[src/rtl/link_pkg.sv]
`default_nettype none
// +----------------------------------------------------------------------+
// | Module  : link_pkg                                                   |
// | Brief   : Shared constants and types for the dual-rail link receiver.|
// | Revision: 1.0 - initial release                                      |
// +----------------------------------------------------------------------+
package link_pkg;

    localparam int RAIL_NUM = 2;
    localparam int RAIL_0   = 0;
    localparam int RAIL_1   = 1;

    // Two-phase dual-rail is the only encoding this receiver decodes.
    localparam logic [15:0] ENC_TP = "TP";

    typedef enum logic [1:0] {
        COLLECT = 2'd0,
        HOLD    = 2'd1,
        ERR     = 2'd2
    } rx_state_t;

endpackage
`default_nettype wire

[src/rtl/link_sync.sv]
`default_nettype none
// +----------------------------------------------------------------------+
// | Module  : link_sync                                                  |
// | Brief   : N-stage, W-bit flop synchroniser, async active-low reset.  |
// | Revision: 1.0 - initial release                                      |
// +----------------------------------------------------------------------+
module link_sync #(
    parameter int STAGES = 2,
    parameter int WIDTH  = 1
) (
    input  logic             clk,
    input  logic             rst_n,
    input  logic [WIDTH-1:0] d,
    output logic [WIDTH-1:0] q
);

    logic [STAGES-1:0][WIDTH-1:0] r_stage;

    always_ff @(posedge clk or negedge rst_n) begin
        if (!rst_n) begin
            r_stage <= '0;
        end else begin
            r_stage <= {r_stage[STAGES-2:0], d};
        end
    end

    assign q = r_stage[STAGES-1];

endmodule
`default_nettype wire

[src/rtl/link_receiver.sv]
`default_nettype none
// +----------------------------------------------------------------------+
// | Module  : link_receiver                                              |
// | Brief   : Two-phase dual-rail link receiver with valid/ready output. |
// | Revision: 1.0 - initial release                                      |
// +----------------------------------------------------------------------+
module link_receiver
    import link_pkg::*;
#(
    parameter             ENC         = "TP",
    parameter int         WIDTH       = 1,
    parameter int         SYNC_STAGES = 2
) (
    input  logic                             clk,
    input  logic                             rst_n,
    input  logic [WIDTH-1:0][RAIL_NUM-1:0]   in,
    output logic                             ack_o,
    output logic [WIDTH-1:0]                 data_o,
    output logic                             valid_o,
    input  logic                             ready_i,
    output logic                             err_o
);

    localparam int RAILS = WIDTH * RAIL_NUM;

    if (ENC != ENC_TP) begin : g_bad_enc
        $error("link_receiver: only the TP encoding is supported");
    end

    if (SYNC_STAGES < 2) begin : g_bad_sync
        $error("link_receiver: SYNC_STAGES must be at least 2");
    end

    logic [RAILS-1:0] w_sync;
    logic [RAILS-1:0] w_diff;
    logic [WIDTH-1:0] w_complete;
    logic [WIDTH-1:0] w_bad;
    logic [WIDTH-1:0] w_decoded;

    rx_state_t        r_state;
    logic [RAILS-1:0] r_ref;
    logic             r_ack;
    logic             r_valid;
    logic             r_err;
    logic [WIDTH-1:0] r_data;

    link_sync #(
        .STAGES (SYNC_STAGES),
        .WIDTH  (RAILS)
    ) u_sync (
        .clk   (clk),
        .rst_n (rst_n),
        .d     (in),
        .q     (w_sync)
    );

    // Rails that moved since the last accepted word.
    assign w_diff = w_sync ^ r_ref;

    for (genvar b = 0; b < WIDTH; b++) begin : g_decode
        assign w_complete[b] = w_diff[b*RAIL_NUM + RAIL_1] ^ w_diff[b*RAIL_NUM + RAIL_0];
        assign w_bad[b]      = w_diff[b*RAIL_NUM + RAIL_1] & w_diff[b*RAIL_NUM + RAIL_0];
        assign w_decoded[b]  = w_diff[b*RAIL_NUM + RAIL_1];
    end

    always_ff @(posedge clk or negedge rst_n) begin
        if (!rst_n) begin
            r_state <= COLLECT;
            r_ref   <= '0;
            r_ack   <= 1'b0;
            r_valid <= 1'b0;
            r_err   <= 1'b0;
            r_data  <= '0;
        end else begin
            case (r_state)
                COLLECT: begin
                    if (|w_bad) begin
                        r_err   <= 1'b1;
                        r_state <= ERR;
                    end else if (&w_complete) begin
                        r_data  <= w_decoded;
                        r_ref   <= w_sync;
                        r_valid <= 1'b1;
                        r_state <= HOLD;
                    end
                end
                HOLD: begin
                    // A new transition before our ack beats a same-cycle handshake.
                    if (|w_diff) begin
                        r_err   <= 1'b1;
                        r_valid <= 1'b0;
                        r_state <= ERR;
                    end else if (r_valid && ready_i) begin
                        r_valid <= 1'b0;
                        r_ack   <= ~r_ack;
                        r_state <= COLLECT;
                    end
                end
                ERR: begin
                    r_valid <= 1'b0;
                    r_err   <= 1'b1;
                end
                default: begin
                    r_valid <= 1'b0;
                    r_err   <= 1'b1;
                    r_state <= ERR;
                end
            endcase
        end
    end

    assign ack_o   = r_ack;
    assign data_o  = r_data;
    assign valid_o = r_valid;
    assign err_o   = r_err;

endmodule
`default_nettype wire

[config.mk]
export PLATFORM = sky130hd
export DESIGN_NAME = link_receiver
export DESIGN_NICKNAME = d
export VERILOG_FILES = /design/src/rtl/link_pkg.sv /design/src/rtl/link_sync.sv /design/src/rtl/link_receiver.sv
export SDC_FILE = /design/constraint.sdc
export NUM_CORES = 1
export LEC_CHECK = 0
export CORE_AREA = 2 2 39 41
export CTS_CLUSTER_DIAMETER = 40
export DETAILED_ROUTE_END_ITERATION = 6
export DIE_AREA = 0 0 41 43
export PLACE_DENSITY_LB_ADDON = 0.08
export SYNTH_ARGS = -nofsm -noshare
export SYNTH_HDL_FRONTEND = slang
export SYNTH_SLANG_ARGS = --single-unit
[constraint.sdc]
create_clock -name clk -period 4.88 [get_ports clk]
set_input_delay 0.732 -clock clk [delete_from_list [all_inputs] [get_ports clk]]
set_output_delay 0.732 -clock clk [all_outputs]
set_load 0.005 [all_outputs]
==> qor.yml <==
sta:
  worstMarginPinSlew_ns: 0.510
  relSlewSlack_pct: 65.9
  fin_tns_setup_ns: 0
  rsz0062_at_grt: "false"
  finClkSkew_ns: 0.00387
  finalSetupViolCount: 0
  finalCritPeriodShare_pct: 38.8
  finalHoldViolations: 0
  post-route-min-period_ns: 1.89
  fmax_ghz: 0.529
  drv_slew: 0
clock_tree:
  clk-insertion-delay-late_ns: 0.26
  h-tree-depth: 1
  cts.repair.resized: 0
  post_cts_buffers: 0
  root_buffer: "clkbuf_4"
  cts_tree: "yes"
  clock_path_buffers: 2
  clkTransAtPathRegs_ns: 0.07
  cts_buffers: 3
  clock-sinks: 12
  ctsHoldBuffers: 0
floorplanning:
  start_util_pct: 35.4
  core_area_sq_um: 1380
  row_count: 14
  die-area_sq_um: 1760
  die_y_um: 43
  ios: 9
  die_width_um: 41
hold_path:
  hold_path_class: "flip-flop to flip-flop"
  hp-start: "u_sync.r_stage[0]"
route:
  wl_per_cell_um: 11.7
  drc: 0
  wl_um: 769
  drt-initial-drc-count: 9
  dr.pass1.iters: 4
  ant_nets: 0
  vias_per_cell: 4.80
  num_vias: 317
layout:
  multiInputGateArea_sq_um: 178
  drive_above_1_share_pct: 14.0
  fillCellCount: 134
  area_delta_synth_final_pct: 25.1
  fin_cells: 66
  final_nets: 59
  finalInstanceArea_sq_um: 612
  seq_area_sq_um: 300
  antenna_cells: 0
yosys:
  yosys-top-cells-area: "dfrtp_1, ha_1, mux2_2"
  synth_cell_type_count: 16
  synth_area_sq_um: 489
  yosys_register_bits: 12
  netlist.area_leader.share_pct: 61.4
  syn_nets: 46
  post-synth-top-area-cell: "dfrtp_1"
  synth-edff-count: 0
  synth_seq_area_share_pct: 61.4
  async_flop_share_pct: 100
  synthFlopType: "dfrtp_1"
  synth_most_common_cell: "dfrtp_1"
  ys_warn_count: 0
  avgSynthCellArea_sq_um: 12.5
  synth_common_cells: "dfrtp_1, a21oi_1, inv_1, nand2_1, nor2_1"
  syn_inst: 39
setup_path:
  path_cells: "clkdlybuf4s50_1"
  crit_arrival_ns: 1.16
  reg2reg_depth: 5
  crit_cells: 1
  critPathMaxStageDelay_ns: 0.51
  reg2reg_to: "r_ref[1]"
  reg2reg_from: "r_ref[0]"
  crit_family: "buffers and inverters"
  cpMaxStageDelayCell: "clkdlybuf4s50_1"
  startpoint: "valid_o"
  worst-path-buf-inv: 1
  r2r_setup_slack_ns: 3.17
  startpoint_type: "flip-flop"
  critPathCapture: "valid_o"
  worstSetupPathType: "flip-flop to output pin"
  cp-end-kind: "output pin"
  crit_required_ns: 4.15
  crit_path_max_fanout: 4
global_routing:
  use_met1_pct: 16.0
  grt.total_usage_pct: 12.0
  grt_max_degree: 13
  antenna_found_initial: 0
  grt_pass1_vias: 327
  grt_first_pass_wirelength_mm: 1.40
  met3_usage_pct: 4.71
  met2_usage_pct: 16.3
  busiest_layer: "met2"
  overflow: 0
place:
  place_inst: 63
  gp_congestion: 0.665
  io_buffers: 8
  dp_hpwl_um: 596
  dpl_cell_area_sq_um: 589
power_and_ir_drop:
  powerDensity_nw_per_um2: 443
  cellLeakagePower_nw: 0.262
  ir_worst_vdd_mv: 0.169
  p_total_mw: 0.271
run:
  maxCapViolations: 0
status:
  status: "complete, no violations"
stage by stage:
| stage | hold WS [ns] | setup WS (ns) | utilization [%] |
|---|---|---|---|
| finish | 0.348 | 2.99 | 44.2 |
| global route | 0.354 | 2.92 | 44.2 |
| CTS | 0.349 | 2.98 | 44.2 |
| detailed placement | 0.336 | 3.15 | 42.6 |
| global placement | 0.333 | 3.22 | 42.6 |
| floorplan | 0.331 | 3.31 | - |
per-layer routing:
layer | part of all wire [%] | up-vias
met2 | 48 | 10
met4 | 0 | 0
li1 | - | 155
met3 | 5.2 | 0
met5 | 0 | -
met1 | 47 | 152
state kept, by name, summed over array words and instances (netlist names):
name and count:
ack_o 1, data_o 1, u_sync.q 2, r_state 2
r_ref 2, valid_o 1, u_sync.r_stage 2, err_o 1
power by group:
part | switching, mW | internal, mW
logic | 0.0435 | 0.0492
registers | 0.00857 | 0.114
clock network | 0.0273 | 0.0284
cell type report:
cell class,instances,area share [%]
Sequential cell,12,49.1
Multi-Input combinational cell,24,29.0
Timing Repair Buffer,8,13.1
Clock buffer,3,3.68
Tap cell,16,3.27
Inverter,3,1.84
worst min path at each step:
| stage | slack (ns) | end | depth (start not counted) |
|---|---|---|---|
| final | 0.35 | u_sync.q[0] | 0 |
| after global routing | 0.35 | u_sync.q[1] | 0 |
| after CTS | 0.35 | u_sync.q[0] | 0 |
| after detailed placement | 0.34 | u_sync.q[1] | 0 |
| after global placement | 0.33 | u_sync.q[1] | 0 |
| after floorplan | 0.33 | u_sync.q[0] | 0 |
logic make-up (layout without fill, tap and decap cells):
| group | count (synthesis) | in the layout | synth area share (%) |
|---|---|---|---|
| compound gates | 6 | 6 | 7.42 |
| xor+xnor | 3 | 3 | 5.37 |
| fa+ha+maj | 2 | 2 | 5.11 |
| buf+inv | 3 | 14 | 2.30 |
| flops | 12 | 12 | 61.4 |
| mux | 2 | 2 | 4.60 |
| simple gates | 11 | 11 | 13.8 |
cell usage in the layout, fill, tap and decap left out:
cell type        count
nand2_1              3
a31oi_1              1
xor2_1               2
o21a_1               1
nor3_1               2
a21oi_1              3
or3_1                1
inv_1                3
xnor2_1              1
clkbuf_4             3
mux2_2               2
ha_1                 2
clkdlybuf4s50_1      8
nor3_2               1
nor3b_4              1
o21bai_1             1
dfrtp_1             12
nor2_1               3
Power figures use the tool's default switching activity.
